### src/rtl/inst_fetcher_pkg.sv
// Shared widths, opcodes and types for the instruction fetcher.
// Build with BHT_EN defined to enable the dynamic branch predictor.
package inst_fetcher_pkg;

  localparam int InstWidth = 32;
  localparam int AddrWidth = 32;

  localparam logic [6:0] OPCODE_JAL  = 7'b1101111;
  localparam logic [6:0] OPCODE_B    = 7'b1100011;
  localparam logic [6:0] OPCODE_JALR = 7'b1100111;

  localparam logic True  = 1'b1;
  localparam logic False = 1'b0;

  typedef enum logic {
    IDLE,
    WAIT
  } fetch_state_t;

  typedef struct packed {
    logic [InstWidth-1:0] inst;
    logic [AddrWidth-1:0] pc;
    logic                 jump;
    logic [AddrWidth-1:0] pred_pc;
  } if_iq_t;

endpackage

### src/rtl/inst_fetcher_branch_predictor.sv
// Table of 2-bit saturating direction counters indexed by word PC.
// Only instantiated when the fetcher is built with BHT_EN.
module branch_predictor
  import inst_fetcher_pkg::*;
#(
  parameter int ENTRIES = 64
) (
  input  logic                 clk,
  input  logic                 rst,
  input  logic                 rdy,
  input  logic [AddrWidth-1:0] lookup_pc,
  output logic                 lookup_taken,
  input  logic                 upd_en,
  input  logic [AddrWidth-1:0] upd_pc,
  input  logic                 upd_taken
);

  localparam int IdxW = $clog2(ENTRIES);

  logic [1:0]      bht [ENTRIES];
  logic [IdxW-1:0] lk_idx;
  logic [IdxW-1:0] up_idx;
  logic [1:0]      up_cnt;
  logic            unused_pc;

  assign lk_idx = lookup_pc[IdxW+1:2];
  assign up_idx = upd_pc[IdxW+1:2];
  assign up_cnt = bht[up_idx];

  assign lookup_taken = bht[lk_idx][1];

  assign unused_pc = ^{lookup_pc[AddrWidth-1:IdxW+2],
                       lookup_pc[1:0],
                       upd_pc[AddrWidth-1:IdxW+2],
                       upd_pc[1:0]};

  // lookup reads the pre-edge value when an update hits the same entry
  always_ff @(posedge clk) begin
    if (rst) begin
      for (int i = 0; i < ENTRIES; i++) begin
        bht[i] <= 2'b01;
      end
    end else if (rdy && upd_en) begin
      if (upd_taken) begin
        if (up_cnt != 2'b11) bht[up_idx] <= up_cnt + 2'd1;
      end else begin
        if (up_cnt != 2'b00) bht[up_idx] <= up_cnt - 2'd1;
      end
    end
  end

endmodule

### src/rtl/inst_fetcher.sv
// Fetch front end: one request in flight, next-PC prediction, queue push.
// BHT_EN selects counter-based branch direction; otherwise backward-taken.
module inst_fetcher
  import inst_fetcher_pkg::*;
#(
  parameter int                   BHT_ENTRIES = 64,
  parameter logic [AddrWidth-1:0] RESET_PC    = '0
) (
  input  logic                 clk,
  input  logic                 rst,
  input  logic                 rdy,
  input  logic                 IQ_is_full,
  output logic                 IF_output_valid,
  output logic [InstWidth-1:0] IF_inst,
  output logic [AddrWidth-1:0] IF_inst_pc,
  output logic                 IF_predicted_to_jump,
  output logic [AddrWidth-1:0] IF_predicted_pc,
  output logic                 MC_req_valid,
  output logic [AddrWidth-1:0] MC_req_addr,
  input  logic                 MC_resp_valid,
  input  logic [InstWidth-1:0] MC_resp_inst,
  input  logic                 ROB_roll_back_flag,
  input  logic [AddrWidth-1:0] ROB_target_pc,
  input  logic                 ROB_br_commit,
  input  logic [AddrWidth-1:0] ROB_br_pc,
  input  logic                 ROB_br_taken
);

  fetch_state_t         state;
  logic [AddrWidth-1:0] pc;
  logic                 discard;
  logic                 out_valid;
  if_iq_t               push;

  logic [6:0]           opcode;
  logic [AddrWidth-1:0] j_imm;
  logic [AddrWidth-1:0] b_imm;
  logic                 br_taken;
  logic                 pred_jump;
  logic [AddrWidth-1:0] pred_pc;

  assign opcode = MC_resp_inst[6:0];

  assign j_imm = {{11{MC_resp_inst[31]}}, MC_resp_inst[31],
                  MC_resp_inst[19:12], MC_resp_inst[20],
                  MC_resp_inst[30:21], 1'b0};

  assign b_imm = {{19{MC_resp_inst[31]}}, MC_resp_inst[31],
                  MC_resp_inst[7], MC_resp_inst[30:25],
                  MC_resp_inst[11:8], 1'b0};

`ifdef BHT_EN
  branch_predictor #(
    .ENTRIES(BHT_ENTRIES)
  ) u_bp (
    .clk         (clk),
    .rst         (rst),
    .rdy         (rdy),
    .lookup_pc   (pc),
    .lookup_taken(br_taken),
    .upd_en      (ROB_br_commit),
    .upd_pc      (ROB_br_pc),
    .upd_taken   (ROB_br_taken)
  );
`else
  logic unused_br;
  assign unused_br = ^{ROB_br_commit, ROB_br_pc, ROB_br_taken};
  // backward branches are usually loops
  assign br_taken = b_imm[AddrWidth-1];
`endif

  always_comb begin
    pred_jump = False;
    pred_pc   = pc + 32'd4;
    unique case (1'b1)
      opcode == OPCODE_JAL: begin
        pred_jump = True;
        pred_pc   = pc + j_imm;
      end
      opcode == OPCODE_B: begin
        pred_jump = br_taken;
        pred_pc   = br_taken ? pc + b_imm : pc + 32'd4;
      end
      opcode == OPCODE_JALR: begin
        pred_jump = False;
      end
      default: begin
        pred_jump = False;
      end
    endcase
  end

  always_ff @(posedge clk) begin
    if (rst) begin
      state     <= IDLE;
      pc        <= RESET_PC;
      discard   <= False;
      out_valid <= False;
      push      <= '0;
      MC_req_valid <= False;
      MC_req_addr  <= '0;
    end else if (rdy) begin
      out_valid <= False;
      unique case (state)
        IDLE: begin
          if (ROB_roll_back_flag) begin
            pc <= ROB_target_pc;
          end else if (!IQ_is_full) begin
            MC_req_valid <= True;
            MC_req_addr  <= pc;
            state        <= WAIT;
          end
        end
        WAIT: begin
          if (ROB_roll_back_flag) begin
            pc <= ROB_target_pc;
            if (MC_resp_valid) begin
              MC_req_valid <= False;
              discard      <= False;
              state        <= IDLE;
            end else begin
              discard <= True;
            end
          end else if (MC_resp_valid) begin
            MC_req_valid <= False;
            discard      <= False;
            state        <= IDLE;
            if (!discard) begin
              out_valid <= True;
              push      <= '{inst:    MC_resp_inst,
                             pc:      pc,
                             jump:    pred_jump,
                             pred_pc: pred_pc};
              pc        <= pred_pc;
            end
          end
        end
      endcase
    end
  end

  assign IF_output_valid      = out_valid;
  assign IF_inst              = push.inst;
  assign IF_inst_pc           = push.pc;
  assign IF_predicted_to_jump = push.jump;
  assign IF_predicted_pc      = push.pred_pc;

endmodule

### config.mk
export PLATFORM = sky130hd
export DESIGN_NAME = inst_fetcher
export DESIGN_NICKNAME = d
export VERILOG_FILES = /design/src/rtl/inst_fetcher_pkg.sv /design/src/rtl/inst_fetcher_branch_predictor.sv /design/src/rtl/inst_fetcher.sv
export SDC_FILE = /design/constraint.sdc
export NUM_CORES = 1
export LEC_CHECK = 0
export BUFFER_PORTS_ARGS = -buffer_cell sky130_fd_sc_hd__buf_2
export CORE_AREA = 5 5 174 176
export DETAILED_ROUTE_END_ITERATION = 10
export DIE_AREA = 0 0 179 181
export HOLD_SLACK_MARGIN = 0.02
export PLACE_DENSITY = 0.52
export SLEW_MARGIN = 20
export SYNTH_ARGS = -nofsm -noshare
export SYNTH_HDL_FRONTEND = slang
export SYNTH_SLANG_ARGS = --single-unit
### constraint.sdc
create_clock -name clk -period 3.53 [get_ports clk]
set_input_delay 0.1765 -clock clk [delete_from_list [all_inputs] [get_ports clk]]
set_output_delay 0.1765 -clock clk [all_outputs]
set_load 0.02 [all_outputs]
# Yosys cells after proc, flatten, opt, wreduce, memory -nomap -nowiden
# Index checks and enable logic that the tools add are counted.
# word_totals
reg_bits	165
in_bits	104
out_inout_bits	131
elab_cells	52
# op_classes
n_addsub	3
n_eq_ne	8
muxes	21
bitwise	4
reduce_logical	6
# ops
cell	count
32-bit 2-to-1 mux	5
32-bit case mux with 2 select lines	2
32-bit adder	2
32-bit by 3-bit adder with 32-bit output (second input constant)	1
7-bit == test (second input constant)	2
4-bit AND reduction	3
1-bit 2-to-1 mux	11
2-bit != test (second input constant)	4
3-bit != test (second input constant)	2
1-bit case mux with 2 select lines	3
5-bit AND reduction	1
1-bit inverter	4
3-bit AND reduction	1
2-bit nonzero test	1

# Logic depth before layout (Yosys ltp)
# depth
ltp_word	7
depth_mapped	12
ltp_nobuf	12

# Least setup slack after synthesis
# Ideal clock, no wire load.
# synth_path
kind	reg-to-reg
start	register pc[1]
end	register pc[25]
setup_time_ps	142
arrival_ps	2716
required_time_ps	3388
slack_ps	672
path_stages_with_launch	13
path_buffers	0
synth_period_minus_slack_ps	2858
cell_sequence	dfxtp_1 -> ha_1 -> inv_1 -> fa_1 -> nor2b_1 -> o31a_1 -> a31oi_1 -> a31o_2 -> o21bai_1 -> nand2b_1 -> mux2i_1 -> a2111oi_0 -> a211oi_1
# synth_between
elab_chain_cells	7
elab_cells_between_ends	9
classes_between	3 x add/sub; 6 x mux
# synth_rtl
item	line_no	rtl
start, declared	inst_fetcher.sv:30	logic [AddrWidth-1:0] pc;
start signal, assigned	inst_fetcher.sv:107	pc <= ROB_target_pc;
start signal, assigned	inst_fetcher.sv:116	pc <= ROB_target_pc;
start signal, assigned	inst_fetcher.sv:134	pc <= pred_pc;
32-bit by 3-bit adder with 32-bit output or 32-bit adder (tied branches)	inst_fetcher.sv:74, inst_fetcher.sv:82	
32-bit 2-to-1 mux	inst_fetcher.sv:82	pred_pc = br_taken ? pc + b_imm : pc + 32'd4;
32-bit case mux with 2 select lines *	inst_fetcher.sv:75	unique case (1'b1)
32-bit 2-to-1 mux *	inst_fetcher.sv:128	if (!discard) begin
32-bit 2-to-1 mux *	inst_fetcher.sv:124	end else if (MC_resp_valid) begin
32-bit 2-to-1 mux *	inst_fetcher.sv:115	if (ROB_roll_back_flag) begin
32-bit case mux with 2 select lines *	inst_fetcher.sv:104	unique case (state)
# Every way passes the cells marked *; elsewhere a longest branch is shown, timed or not. The select of a mux whose other input is x is not followed.
# A chain may end at the register's enable or synchronous reset.

# Worst setup path in the final report
# layout_path
start	register pc[2]
end	register pc[25]
# Same word-level chain as after synthesis.

==> impl_metrics.yaml <==
floorplanning:
  die_h_um: 181
  rows: 62
  initial_core_util_pct: 34.5
  core_area_mm2: 0.0285
  ios: 235
  die_area_mm2: 0.0324
  die_w_um: 179
detailed_routing:
  drt_wl_total_um: 37600
  via_count: 10400
  drtPass1Iterations: 5
  wire_per_inst_um: 19.5
  drc: 0
  detail_route.iter0.violations: 696
  final_antenna_net_count: 0
  vias_per_cell: 5.43
power_and_ir_drop:
  p_per_area_mw_per_mm2: 381
  leakage_nw: 5.16
  vdd_drop_max_v: 0.000277
cells_and_area:
  fin_cells: 1922
  layout_common_cells: "nand2_1 (267), buf_2 (199), a21oi_1 (189), dfxtp_1 (164), nor2_1 (90)"
  finish.utilization_pct: 43.3
  final_nets: 1673
  mostFrequentLayoutCell: "nand2_1"
  synthToLayoutAreaGrowth_pct: 25.6
  drive_gt1_share_pct: 22.0
worst_hold_path:
  hold_depth: 3
  hp-class: "primary input to flip-flop"
setup_path:
  cpLargestDelayFamily: "compound AO/OA/AOI/OAI gates"
  r2r_cells: 12
  start_kind: "flip-flop"
  crit_type: "flip-flop to flip-flop"
  crit_chain: "inv_1 -> fa_1 -> nor2b_1 -> o31a_1 -> a31oi_1 -> a31o_2 -> o21bai_1 -> nand2b_1 -> mux2i_1 -> a2111oi_2 -> buf_4 -> a211oi_1"
  path_max_fanout: 6
  max_stage_delay_ns: 0.49
  critPathRequiredTime_ns: 3.81
  crit_slowest_cell: "dfxtp_1"
  cp_num_cells: 12
  crit_path_end_kind: "flip-flop"
  cp.arrival_ns: 3.56
  critical_path_buf_inv_count: 2
synth:
  seq_area_frac_synth_pct: 33.4
  ys.flop_type: "dfxtp_1"
  syn_inst: 1309
  synthArstFlopShare_pct: 0
  synthDistinctLibCells: 80
  syn_area_per_cell_um2: 7.51
  synth_edf_count: 0
  synth_nets: 1459
  ys_warn_count: 0
  synth_area_mm2: 0.00983
  synth_seq_cells: 164
run:
  maxCapViolations: 0
global_route:
  grt_overflow: 0
  antenna_found_initial: 2
  grt_pass1_vias: 9897
  grt_max_degree: 81
  grt_usage_pct: 22.5
  grt_pass1_wl_um: 57400
placed_design:
  dp.cells: 1860
  post-place-ws_ns: 0.0526
  io_buffers: 200
  gp_congestion: 0.892
  dpl.hpwl_um: 28000
timing:
  setup_tns_ns: 0
  fin_crit_sh_pct: 93.1
  fmax_mhz: 304
  setup_viol: 0
  hold_viol: 0
  layout_min_cycle_time_ns: 3.29
  rsz0062_at_grt: "false"
  finalMaxSlewViolations: 0
  finalWorstSetupSlack_ns: 0.243
  relSlewSlack_pct: 39.9
  worstMarginPinSlew_ns: 0.902
  finClkSkew_ns: 0.0168
clock_network:
  cts_root_buf: "clkbuf_16"
  cts_buffers: 17
  cts_max_path_buffers: 2
  clk_pin_slew_ns: 0.07
  cts_num_sinks: 164
  htree_levels: 4
  cts_tree: "done"
  clk-insertion-delay-late_ns: 0.44
outcome:
  status: "finished clean"
## cells in the mapped netlist (26+ instances only)
library cell    n  area, um^2
nand3_1        27         135
o21ai_0        58         290
nand4_1        28         175
nor2_1         91         342
dfxtp_1       164        3280
clkbuf_1       83         312
nand2_1       268        1010
a21o_1         26         195
a21oi_1       189         946
ha_1           44         551
a211oi_1       30         225
xnor2_1        35         307
## stage by stage
| step | total power, mW | cell area (um^2) | hold slack, ns |
|---|---|---|---|
| 2_1_floorplan | 2.49 | 9830 | 0.313 |
| 3_3_place_gp | 2.78 | 11400 | 0.436 |
| 3_5_place_dp | 2.78 | 11400 | 0.435 |
| 4_1_cts | 4.74 | 12300 | 0.0251 |
| 5_1_grt | 4.91 | 12300 | 0.0371 |
| 6_report | 4.70 | 12300 | 0.0347 |
## path summary, 6_finish.rpt
kind | to | slack (ns) | start
hold reg to reg | MC_req_addr[3] | 0.45 | MC_req_addr[3]
setup / recovery | pc[25] | 0.24 | pc[2]
setup reg to reg | pc[25] | 0.24 | pc[2]
hold / removal | IF_inst[30] | 0.03 | MC_resp_inst[30]
## cell type report
| class | instances | area [um^2] |
|---|---|---|
| Antenna cell | 2 | 5.00 |
| Clock buffer | 18 | 439 |
| Clock inverter | 14 | 158 |
| Fill cell | 3028 | 16100 |
| Inverter | 16 | 60.1 |
| Multi-Input combinational cell | 1029 | 6130 |
| Sequential cell | 164 | 3280 |
| Tap cell | 384 | 480 |
| Timing Repair Buffer | 295 | 1790 |
## cells by family (layout without fill, tap and decap cells)
group / Yosys count / count (layout) / synth area share (%)
AND/OR/NAND/NOR: 493 / 493 / 22.5
XOR/XNOR: 59 / 59 / 5.26
buffers and inverters: 116 / 343 / 4.76
flip-flops: 164 / 164 / 33.4
multiplexers: 2 / 2 / 0.216
adder cells (fa/ha/maj): 46 / 46 / 6.01
AO/OA/AOI/OAI: 429 / 429 / 27.9
other: 0 / 2 / 0
## worst reg2reg max path, delay by kind of cell (launching register included)
family / cells / cell delay (ns)
adders and majority gates: 1 / 0.44
AOI/OAI and AO/OA: 6 / 1.44
muxes: 1 / 0.15
and+or+nand+nor: 2 / 0.29
DFF: 1 / 0.49
buffers and inverters: 2 / 0.33
## layer usage
layer	track usage, %	share of wire, %	vias up
li1	-	-	5118
met1	29.0	43	4931
met2	38.1	48	318
met3	2.97	4.9	66
met4	8.57	3.7	0
met5	0	0	-
## timing repair
action | CTS | global route
setup endpoints to repair | 0 | 3
resized for setup | 0 | 3
hold endpoints to repair | 28 | 0
setup buffers | 0 | 0
hold buffers | 28 | 0
## flip-flops by register name, indices dropped and copies added (netlist names)
signal,count
IF_output_valid,1
MC_req_valid,1
state,1
MC_req_addr,32
pc,32
IF_inst_pc,32
IF_inst,32
discard,1
IF_predicted_to_jump,1
IF_predicted_pc,31
## where the power goes
| part | switching [mW] | internal (mW) |
|---|---|---|
| logic | 0.521 | 0.330 |
| registers | 0.0414 | 1.88 |
| clock network | 0.954 | 0.974 |
Note: power is estimated with default switching activity, not from simulation.
